$ cat config.mk
export PLATFORM = sky130hd
export DESIGN_NAME = disp_arbiter
export DESIGN_NICKNAME = d
export VERILOG_FILES = /design/src/rtl/disp_arbiter.sv
export SDC_FILE = /design/constraint.sdc
export NUM_CORES = 1
export LEC_CHECK = 0
export ABC_AREA = 1
export CAP_MARGIN = 20
export CORE_ASPECT_RATIO = 1.4
export CORE_MARGIN = 2
export CORE_UTILIZATION = 50
export DETAILED_ROUTE_END_ITERATION = 10
export GPL_ROUTABILITY_DRIVEN = 0
export GPL_TIMING_DRIVEN = 0
export PLACE_DENSITY = 0.82
export SLEW_MARGIN = 10
export SYNTH_ARGS = -nofsm -noshare
export SYNTH_HDL_FRONTEND = slang
export SYNTH_SLANG_ARGS = --single-unit
export TNS_END_PERCENT = 1
$ cat constraint.sdc
create_clock -name clk -period 2.1 [get_ports clk]
set_input_delay 0.525 -clock clk [delete_from_list [all_inputs] [get_ports clk]]
set_output_delay 0.525 -clock clk [all_outputs]
set_load 0.005 [all_outputs]
$ cat src/rtl/disp_arbiter.sv
`default_nettype none
// +----------------------------------------------------------------------------+
// | disp_arbiter                                                               |
// | Round-robin owner arbitration of a 16-bit hex display among 3 requesters.  |
// | Rev 1.0 - initial release                                                  |
// +----------------------------------------------------------------------------+
module disp_arbiter #(
  parameter int unsigned HOLD_MS  = 500,
  parameter logic [15:0] IDLE_DAT = 16'h0000
) (
  input  logic        clk,
  input  logic        rst,
  input  logic        ce1ms,
  input  logic [2:0]  req,
  input  logic [15:0] dat0,
  input  logic [15:0] dat1,
  input  logic [15:0] dat2,
  input  logic [1:0]  pt0,
  input  logic [1:0]  pt1,
  input  logic [1:0]  pt2,
  output logic [2:0]  gnt,
  output logic [15:0] disp_dat,
  output logic [1:0]  disp_sw,
  output logic        busy
);

  localparam logic [0:0]  c_ST_IDLE = 1'b0;
  localparam logic [0:0]  c_ST_OWN  = 1'b1;
  localparam logic [15:0] c_HOLD    = 16'(HOLD_MS);

  logic [0:0]  r_state;
  logic [1:0]  r_last_idx;
  logic [15:0] r_hold_cnt;

  logic [1:0]  w_idx1;
  logic [1:0]  w_idx2;
  logic [1:0]  w_idx3;
  logic [2:0]  w_last_oh;
  logic [2:0]  w_cand;
  logic        w_pick_vld;
  logic [1:0]  w_pick_idx;
  logic        w_own_req;
  logic [15:0] w_own_dat;
  logic [1:0]  w_own_pt;
  logic [15:0] w_pick_dat;
  logic [1:0]  w_pick_pt;

  function automatic logic [1:0] f_inc3(input logic [1:0] i);
    return (i == 2'd2) ? 2'd0 : i + 2'd1;
  endfunction

  function automatic logic [2:0] f_onehot(input logic [1:0] i);
    case (i)
      2'd0:    return 3'b001;
      2'd1:    return 3'b010;
      default: return 3'b100;
    endcase
  endfunction

  // In OWN the current owner (always r_last_idx) is never a handover candidate.
  always_comb begin
    w_idx1    = f_inc3(r_last_idx);
    w_idx2    = f_inc3(w_idx1);
    w_idx3    = f_inc3(w_idx2);
    w_last_oh = f_onehot(r_last_idx);
    w_own_req = |(req & w_last_oh);
    w_cand    = (r_state == c_ST_OWN) ? (req & ~w_last_oh) : req;

    w_pick_vld = 1'b1;
    if (|(w_cand & f_onehot(w_idx1)))
      w_pick_idx = w_idx1;
    else if (|(w_cand & f_onehot(w_idx2)))
      w_pick_idx = w_idx2;
    else if (|(w_cand & f_onehot(w_idx3)))
      w_pick_idx = w_idx3;
    else begin
      w_pick_idx = w_idx1;
      w_pick_vld = 1'b0;
    end
  end

  always_comb begin
    case (r_last_idx)
      2'd0:    begin w_own_dat = dat0; w_own_pt = pt0; end
      2'd1:    begin w_own_dat = dat1; w_own_pt = pt1; end
      default: begin w_own_dat = dat2; w_own_pt = pt2; end
    endcase
    case (w_pick_idx)
      2'd0:    begin w_pick_dat = dat0; w_pick_pt = pt0; end
      2'd1:    begin w_pick_dat = dat1; w_pick_pt = pt1; end
      default: begin w_pick_dat = dat2; w_pick_pt = pt2; end
    endcase
  end

  always_ff @(posedge clk) begin
    if (rst) begin
      r_state    <= c_ST_IDLE;
      r_last_idx <= 2'd2;
      r_hold_cnt <= 16'd0;
      gnt        <= 3'b000;
      busy       <= 1'b0;
      disp_dat   <= IDLE_DAT;
      disp_sw    <= 2'b00;
    end else begin
      case (r_state)
        c_ST_IDLE: begin
          // Data follows the owner from the next edge on; this edge still shows idle.
          disp_dat <= IDLE_DAT;
          disp_sw  <= 2'b00;
          if (w_pick_vld) begin
            r_state    <= c_ST_OWN;
            r_last_idx <= w_pick_idx;
            r_hold_cnt <= 16'd0;
            gnt        <= f_onehot(w_pick_idx);
            busy       <= 1'b1;
          end else begin
            gnt  <= 3'b000;
            busy <= 1'b0;
          end
        end

        default: begin
          if (w_pick_vld && (!w_own_req || (r_hold_cnt == c_HOLD))) begin
            r_last_idx <= w_pick_idx;
            r_hold_cnt <= 16'd0;
            gnt        <= f_onehot(w_pick_idx);
            busy       <= 1'b1;
            disp_dat   <= w_pick_dat;
            disp_sw    <= w_pick_pt;
          end else if (!w_own_req) begin
            r_state    <= c_ST_IDLE;
            r_hold_cnt <= 16'd0;
            gnt        <= 3'b000;
            busy       <= 1'b0;
            disp_dat   <= IDLE_DAT;
            disp_sw    <= 2'b00;
          end else begin
            disp_dat <= w_own_dat;
            disp_sw  <= w_own_pt;
            if (ce1ms && (r_hold_cnt != c_HOLD))
              r_hold_cnt <= r_hold_cnt + 16'd1;
          end
        end
      endcase
    end
  end

endmodule
`default_nettype wire

Yosys cells after proc, flatten, opt, wreduce, memory -nomap -nowiden --
Cells that the tools add are included.
Cells by class: add/sub/neg operators 4, equal/unequal tests 13, multiplexer cells 45, bitwise gates (word level) 7, reductions and logical operators 17
Operators with widths (count):
- $mux W16 | 7
- $pmux W16 S2 | 2
- $pmux W3 S2 | 5
- $mux W3 | 8
- $mux W2 | 11
- $add A16 B1 Y16 const B | 1
- $eq A16 B9 Y1 const B | 1
- $ne A16 B9 Y1 const B | 1
- $and A3 B3 Y3 | 5
- $reduce_or A3 Y1 | 4
- $eq A2 B1 Y1 const B | 5
- $logic_not A2 Y1 | 5
- $mux W1 | 10
- $pmux W2 S2 | 2
- $add A2 B1 Y2 const B | 3
- $eq A2 B2 Y1 const B | 3
- $ne A4 B2 Y1 const B | 1
- $reduce_and A2 Y1 | 2
- $ne A3 B2 Y1 const B | 1
- $not A3 Y3 | 1
- $logic_and A1 B1 Y1 | 2
- $ne A2 B1 Y1 const B | 1
- $reduce_bool A2 Y1 | 1
- $reduce_or A2 Y1 | 1
- other kinds (3) | 3
Storage, ports and cells: register bits 41, input port bits 60, output and inout bits 22

Longest topological paths before layout --
Gate-level depths: netlist (run 1).
depth in word-level cells 21, depth in mapped cells 16

Worst setup path after synthesis (run 1) --
Ideal clock, no wire load.
path type input port to flip-flop, start input port req[0], end register disp_dat[13], data arrival time 1.606 ns, data required time 1.985 ns, slack 0.379 ns, stages on the path 11, path buffers 2, path through nand3_1 > nand2_2 > nor2_2 > nand2_1 > nand2_2 > nand2_1 > buf_4 > buf_6 > nand3_1 > nand3_1 > o21a_1
On the way: word-level cells in the longest chain between the ends 10, elaborated cells on any way between the ends 24, classes of those cells 1 x eq/ne; 10 x mux; 5 x bitwise; 8 x reduce/logical
RTL lines:
- start: declaration | RTL line 14 | input logic [2:0] req,
- $and A3 B3 Y3 | RTL line 67 | w_cand = (r_state == c_ST_OWN) ? (req & ~w_last_oh) : req;
- $mux W3 | RTL line 67
- $and A3 B3 Y3 | RTL line 74 | else if (|(w_cand & f_onehot(w_idx3)))
- $reduce_or A3 Y1 | RTL line 74
- $mux W2 | RTL line 74
- $mux W2 | RTL line 72 | else if (|(w_cand & f_onehot(w_idx2)))
- $mux W2 | RTL line 70 | if (|(w_cand & f_onehot(w_idx1)))
- $eq A2 B1 Y1 or $logic_not A2 Y1 (tied branches) | RTL line 88 | case (w_pick_idx)
- $pmux W16 S2 | RTL line 88
- $mux W16 (*) | RTL line 123 | if (w_pick_vld && (!w_own_req || (r_hold_cnt == c_HOLD))) begin
- end signal: assignment | RTL line 128 | disp_dat <= w_pick_dat;
- end signal: assignment | RTL line 138 | disp_dat <= w_own_dat;
- end: declaration | RTL line 22 | output logic [15:0] disp_dat,
Every way passes the cells marked *; elsewhere a longest branch is shown, timed or not. A chain may end at the register's enable or synchronous reset.

Worst setup path after layout (run 1) --
start register r_last_idx[1], end register disp_dat[7]
On the way: word-level cells in the longest chain between the ends 18, elaborated cells on any way between the ends 50, classes of those cells 3 x add/sub; 8 x eq/ne; 21 x mux; 6 x bitwise; 12 x reduce/logical
RTL lines:
- start: declaration | RTL line 32 | logic [1:0] r_last_idx;
- start signal: assignment | RTL line 112 | r_last_idx <= w_pick_idx;
- start signal: assignment | RTL line 124 | r_last_idx <= w_pick_idx;
- $add A2 B1 Y2 or $eq A2 B2 Y1 (tied branches) | RTL line 49 | return (i == 2'd2) ? 2'd0 : i + 2'd1;
- $mux W2 | RTL line 49
- $add A2 B1 Y2 or $eq A2 B2 Y1 (tied branches) | RTL line 49
- $mux W2 | RTL line 49
- $add A2 B1 Y2 or $eq A2 B2 Y1 (tied branches) | RTL line 49
- $mux W2 | RTL line 49
- $eq A2 B1 Y1 or $logic_not A2 Y1 (tied branches) | RTL line 53 | case (i)
- $pmux W3 S2 | RTL line 53
- [... 2 more ...]
- $and A3 B3 Y3 | RTL line 74
- $reduce_or A3 Y1 | RTL line 74
- $mux W2 | RTL line 74
- $mux W2 | RTL line 72
- $mux W2 | RTL line 70
- $eq A2 B1 Y1 or $logic_not A2 Y1 (tied branches) | RTL line 88
- $pmux W16 S2 | RTL line 88
- $mux W16 (*) | RTL line 123
Every way passes the cells marked *; elsewhere a longest branch is shown, timed or not. The select of a mux whose other input is x is not followed.

==> results of run 1 <==
==> cell usage after synthesis (3+ instances only) <==
cell	n
buf_4	3
nand3_2	3
o21a_1	7
clkbuf_1	10
a21oi_1	36
nor3_1	4
nand3_1	91
nand4_1	6
buf_6	4
nor2_1	43
inv_2	4
o21ai_0	6
dfxtp_1	41
buf_2	7
nand2_2	8
o211ai_1	5
inv_1	55
xor2_1	3
nand2_1	180
==> metal layers <==
metal,up-vias,part of all wire
met3,33,0.062
met1,1774,0.37
met5,-,0
met4,0,0.035
met2,178,0.53
li1,1901,-
==> registers in the layout (all words and copies together) (netlist names) <==
register,flops
r_hold_cnt,16
busy,1
disp_sw,2
gnt,3
r_state,1
r_last_idx,2
disp_dat,16
==> kinds of logic (layout without fill, tap and decap cells) <==
| group | after synthesis | count (layout) |
|---|---|---|
| simple gates | 349 | 349 |
| fa+ha+maj | 2 | 2 |
| compound gates | 55 | 55 |
| buf+inv | 87 | 177 |
| flops | 41 | 41 |
| xor+xnor | 4 | 4 |
==> power by group <==
group | internal (mW) | switching [mW]
logic | 1.20 | 1.98
registers | 0.935 | 0.0814
clock network | 0.388 | 0.277
==> area by class of cell <==
type / instances / area (um^2)
inverters: 62 / 244
fillers: 584 / 1910
flip-flops and latches: 41 / 827
plain buffers: 24 / 156
multi-input cells: 410 / 1950
repair buffers: 83 / 833
clock buffers: 7 / 86.3
clock inverters: 1 / 30.0
well taps: 72 / 90.1
==> stage by stage <==
stage,instances,setup WS (ns)
after floorplan,538,0.379
after global placement,691,-0.309
after detailed placement,691,-0.370
after CTS,698,0.000254
after global routing,700,0.0151
final,700,0.115
==> worst max path at each step <==
| stage | endpoint | cells past startpoint |
|---|---|---|
| 3_5_place_dp | disp_dat[7] | 10 |
| 3_3_place_gp | disp_dat[7] | 10 |
| 4_1_cts | disp_dat[2] | 11 |
| 6_report | disp_dat[7] | 14 |
| 5_1_grt | r_hold_cnt[12] | 13 |
| 2_1_floorplan | disp_dat[13] | 11 |
==> critical path, delay by kind of cell (launching register included) <==
kind | cells | cell delay [ns]
AND/OR/NAND/NOR | 11 | 1.16
buffers and inverters | 3 | 0.39
flip-flops | 1 | 0.31
==> what timing repair did <==
action | 4_1_cts | 5_1_grt
setup buffers | 0 | 2
hold buffers | 0 | 0
gates resized for setup | 5 | 22
setup endpoints to repair | 4 | 35
pin swaps | 0 | 1
==> impl_results.md, run 1 <==
* VDD IR max at just under 800 uV
* Port Buffers at 81
* Commonest non-fill, non-tap cell in the layout: nand2_1
* Min-Delay Startpoint: gnt[2]
* Yosys cell types at 34
* Detailed placement HPWL at approximately 7.5 mm
* Post-synthesis sequential area ratio at 0.262
* Slew HR at 0.654
* Iteration-0 DRC Markers at 254
* Critical Path Fanout Max at 10
* Dominant cell type by area after synthesis: dfxtp_1
* GRT met3 Usage at 0.0477
* Status: complete, no violations
* Main combinational cell family by area after synthesis: simple AND/OR/NAND/NOR gates
* MaxCap Viol Count at 0
* Final core utilization at 0.689
* GR Overflow Total at 0
* Worst EP arrival at 2.17 ns
* Crit path launch: r_last_idx[1]
* Area share of fa/ha/maj cells after synthesis at 0.00800
* Async SR Flop Fraction at 0
* Cell Rows at 34
* Final period utilization at 0.945
* Crit path largest cell delay at 0.31 ns
* Post-synthesis compound-gate area fraction at 0.0980
* Power Total at around 4.9 mW
* DRT Wirelength at 9.72 mm
* Final setup viols at 0
* Multiplexer share of the synthesized area at 0
* FF-to-FF End: disp_dat[7]
* Hold Crit Depth at 2
* Starting Density at 0.511
* Nets at approximately 700
* Reg2reg path depth at 14
* Worst-path clk slew at 0.08 ns
* Routed vias at between 3000 and 4000
* Die area at between 6000 and 7000 um^2
* Synthesized flop and latch total at 41
* CP max-delay cell: dfxtp_1
* Area growth syn-to-layout at 34.8%
* Fmax at 0.504 GHz
* Placed Area at 4030 um^2
* Die height at 97.6 um
* GRT Util Overall at 0.278
* Crit path cell chain: buf_6 > nor2_4 > nand2_1 > nand3_2 > nand2_1 > nand2_1 > nand2_2 > nand2_4 > nand2_2 > buf_4 > nand3_1 > nand3_1 > nand2_1 > inv_1
* Leak Pwr at about 1.9 nW
* RSZ-0062 raised after global routing: false
* Diode count at 0
* Global route hottest layer: met2
* Layout Skew at 0.00991 ns
* Final worst path period need at 1.98 ns
* Synth Net Count at 600
* Vias in the first global route at between 3000 and 4000
* Synth Warn # at 0
* Drc violations at 0
* Hold Path Class: flop to flop
* Critical Path RT at ~2.3 ns
* Routed Antenna Nets at 0
* Largest net degree at the start of global routing at 13
* Hold EP: gnt[2]
* Cts bufs inserted at 5
* Synth Cell Area at ~3100 um^2
* Yosys top cell area share at 0.262
* Reg2reg start: r_last_idx[1]
* Internal reg-to-reg setup slack at 0.12 ns
* Top FF cell, synth: dfxtp_1
* Root Driver: clkbuf_8
* DRT Pass-1 Iters at 5
* Final Cell Area at 4220 um^2
* Simple-gate share of the synthesized area at 0.499
* PD cells at 1150 nW/um^2
* Mean area per synthesized cell at 5.81 um^2
* GR met1 Demand/Resource at 0.303
* CTS max path bufs at 2
* Post-synth EDFFs at 0
* Clk Latency, worst-skew pair at 0.29 ns
* Sum Neg Setup Slack at 0 ns
* Initial antenna violation count at 0
* Vias/cell at 5.55
* Most frequent cells in the layout: nand2_1, nand3_1, clkdlybuf4s50_1
* Synth top area cells: dfxtp_1, nand2_1, nand3_1
* Core area at a little over 6000 um^2
* Crit Path Class: flop to flop
* Grt met2 use at 0.510
* Final hold violation count at 0
* H-tree depth at 2
* First-pass GRT wire length at ~16 mm
* Worst slew pin tran at about 0.52 ns
* I/O pin cnt at 82
* Startpoint Class: flop
* Clock sink count at 41
* Max-slew violations at 0
* Most frequent CP cell: nand2_1
* TritonCTS clock tree: done
* Xor/xnor share of the synthesized area at 0.0112
* Die width at 70.8 um
* Crit path capture type: flop
* Routed length per instance at 13.9 um
* Cells after Synth at 538
* Share of layout cells above drive strength 1 at 0.0971
* WHS at 0.473 ns
No activity file was read; power rests on OpenSTA's default activity.
==> run 2: changes to the inputs <==
--- a/config.mk
+++ b/config.mk
@@ -8,12 +8,12 @@
 export ABC_AREA = 1
 export CAP_MARGIN = 20
 export CORE_ASPECT_RATIO = 1.4
-export CORE_MARGIN = 2
+export CORE_MARGIN = 8
 export CORE_UTILIZATION = 50
 export DETAILED_ROUTE_END_ITERATION = 10
 export GPL_ROUTABILITY_DRIVEN = 0
 export GPL_TIMING_DRIVEN = 0
-export PLACE_DENSITY = 0.82
+export PLACE_DENSITY = 0.85
 export SLEW_MARGIN = 10
 export SYNTH_ARGS = -nofsm -noshare
 export SYNTH_HDL_FRONTEND = slang
==> run 2 against run 1 <==
  * Clock power is 4.7% higher
  * Largest cell class unchanged
  * Critical path type unchanged
  * Register-to-register slack hardly changed
  * Flip-flop and latch count stayed put
  * Largest power group unchanged
  * Highest routed layer unchanged
  * Critical path depth is 2 lower
==> impl_results.md, run 2 (synthesized netlist as in run 1, its figures left out) <==
* Fmax at 0.507 GHz (+0.55%)
* Area growth syn-to-layout at 35.8%
* DRT Pass-1 Iters at 5 (unchanged)
* Final period utilization at 0.940 (-0.00516)
* Nets at 691 (+0.29%)
* Initial antenna violation count at 2 (+2)
* Crit path largest cell delay at 0.41 ns (+0.10 ns)
* Reg2reg start: r_hold_cnt[1]
* Iteration-0 DRC Markers at 248 (-2.4%)
* Drc violations at 0 (unchanged)
* Worst slew pin tran at 0.675 ns (+0.156 ns)
* CTS max path bufs at 2 (unchanged)
* Psw at 2.38 mW (+1.9%)
* Internal reg-to-reg setup slack at 0.13 ns (about the same)
* Min-Delay Startpoint: gnt[2]
* CP max-delay cell: dfxtp_1
* I/O pin cnt at 82 (unchanged)
* Routed vias at 3889 (+0.077%)
* GR Overflow Total at 0 (unchanged)
* Hold Path Class: flop to flop
* Clk Latency, worst-skew pair at 0.30 ns (about the same)
* Most frequent CP cell: nand2_1
* Cell-internal power at 2.55 mW (+1.4%)
* Most frequent cells in the layout: nand2_1, nand3_1, clkdlybuf4s50_1
* Root Driver: clkbuf_8
* VDD IR max at 692 uV (-11%)
* Status: complete, no violations
* H-tree depth at 2 (unchanged)
* Die height at 110 um (+12%)
* Port Buffers at 81 (unchanged)
* Share of layout cells above drive strength 1 at 0.0905 (-0.00666)
* Cell Rows at 34 (unchanged)
* Clock sink count at 41 (unchanged)
* TritonCTS clock tree: done
* MaxCap Viol Count at 0 (unchanged)
* Die width at 82.8 um (+17%)
* Clock share of power at 0.141 (+0.004)
* Critical Path Fanout Max at 10 (unchanged)
* Routed length per instance at 14.7 um (+5.6%)
* Critical Path RT at 2.33 ns (+0.04 ns)
* Die area at 9080 um^2 (+31%)
* Combinational share of power at 0.653 (about the same)
* Vias/cell at 5.52 (-0.49%)
* Crit path capture type: flop
* Worst-path clk slew at 0.09 ns (about the same)
* Crit path launch: r_hold_cnt[1]
* Cts bufs inserted at 5 (unchanged)
* First-pass GRT wire length at 16.8 mm (+5.8%)
* WHS at 0.474 ns (+0.000299 ns)
* Top Registers: disp_dat (16), r_hold_cnt (16), gnt (3)
* Final worst path period need at 1.97 ns (-0.0108 ns)
* Largest net degree at the start of global routing at 14 (+1)
* Final core utilization at 0.694 (+0.00511)
* Max-slew violations at 0 (unchanged)
* PD cells at 1160 nW/um^2 (+0.90%)
* Worst EP arrival at 2.21 ns (+0.04 ns)
* DRT Wirelength at 10.3 mm (+6.2%)
* Startpoint Class: flop
* Layout Skew at 0.00889 ns (-0.00102 ns)
* Crit path cell chain: inv_1 > ha_1 > nand3_1 > nor2_1 > nand2_1 > nand2_1 > nand2_4 > nand3_1 > nand2_2 > buf_4 > nand2_1 > a21oi_1
* Top delay family on crit path: simple AND/OR/NAND/NOR gates
* Leak Pwr at 1.88 nW (+0.45%)
* Final setup viols at 0 (unchanged)
* Reg power frac at 0.206 (-0.004)
* Starting Density at 0.511 (unchanged)
* Final hold violation count at 0 (unchanged)
* GRT Util Overall at 0.216 (-0.0612)
* Vias in the first global route at 3953 (+7.7%)
* Crit Path Class: flop to flop
* Routed Antenna Nets at 0 (unchanged)
* CP bufs+invs at 2 (-1)
* Detailed placement HPWL at 7.75 mm (+3.6%)
* Slew HR at 0.547 (-0.107)
* Switch share at 0.482 (+0.00116)
* Commonest non-fill, non-tap cell in the layout: nand2_1
* Core area at 6130 um^2 (unchanged)
* Power Total at 4.93 mW (+1.6%)
run 2: worst paths after layout:
kind,endpoint,depth (start not counted)
max,r_hold_cnt[14],12
min,gnt[2],2
max reg2reg,r_hold_cnt[14],12
min reg2reg,gnt[2],2
run 2: power by group through the flow:
| stage | registers, mW | logic [mW] | clock network, mW |
|---|---|---|---|
| 3_3_place_gp | 1.02 | 2.93 | 0 |
| 6_report | 1.02 | 3.22 | 0.696 |
| 5_1_grt | 1.03 | 3.52 | 0.729 |
| 3_5_place_dp | 1.03 | 2.99 | 0 |
| 4_1_cts | 1.01 | 3.01 | 0.698 |
| 2_1_floorplan | 1.03 | 2.04 | 0 |
run 2: layout make-up:
| cell class | count | area, um^2 |
|---|---|---|
| Multi-Input combinational cell | 410 | 1960 |
| Tap cell | 72 | 90.1 |
| Clock buffer | 6 | 82.6 |
| Clock inverter | 2 | 37.5 |
| Buffer | 25 | 165 |
| Fill cell | 556 | 1880 |
| Antenna cell | 2 | 5.00 |
| Timing Repair Buffer | 84 | 841 |
| Inverter | 62 | 241 |
| Sequential cell | 41 | 822 |
run 2: metrics by stage:
| step | worst slack (ns) | cells | TNS [ns] | area (um^2) |
|---|---|---|---|---|
| 2_1_floorplan | 0.379 | 538 | 0 | 3130 |
| 3_3_place_gp | -0.287 | 691 | -9.45 | 4030 |
| 3_5_place_dp | -0.315 | 691 | -10.34 | 4030 |
| 4_1_cts | 0.00692 | 699 | 0 | 4150 |
| 5_1_grt | -0.00279 | 704 | -0.00279 | 4250 |
| 6_report | 0.126 | 704 | 0 | 4250 |
run 2: layer usage:
layer | GRT usage | share of wire | vias up | wire (um)
met2 | 0.416 | 0.52 | 196 | 5370
met3 | 0.0511 | 0.079 | 36 | 815
li1 | - | - | 1906 | -
met5 | 0 | 0 | - | 0
met4 | 0.106 | 0.032 | 0 | 333
met1 | 0.213 | 0.37 | 1751 | 3810
run 2: worst register-to-register path: cells and delay by family, from the launching register on:
| family | cells | cell delay [ns] |
|---|---|---|
| buffers and inverters | 2 | 0.26 |
| AO/OA/AOI/OAI | 1 | 0.16 |
| flip-flops | 1 | 0.41 |
| adder cells (fa/ha/maj) | 1 | 0.18 |
| AND/OR/NAND/NOR | 8 | 0.90 |
run 2: what timing repair did:
item | CTS | global route
setup buffers | 0 | 3
endpoints found under the setup margin | 0 | 37
hold buffers | 0 | 0
gates resized for setup | 0 | 28
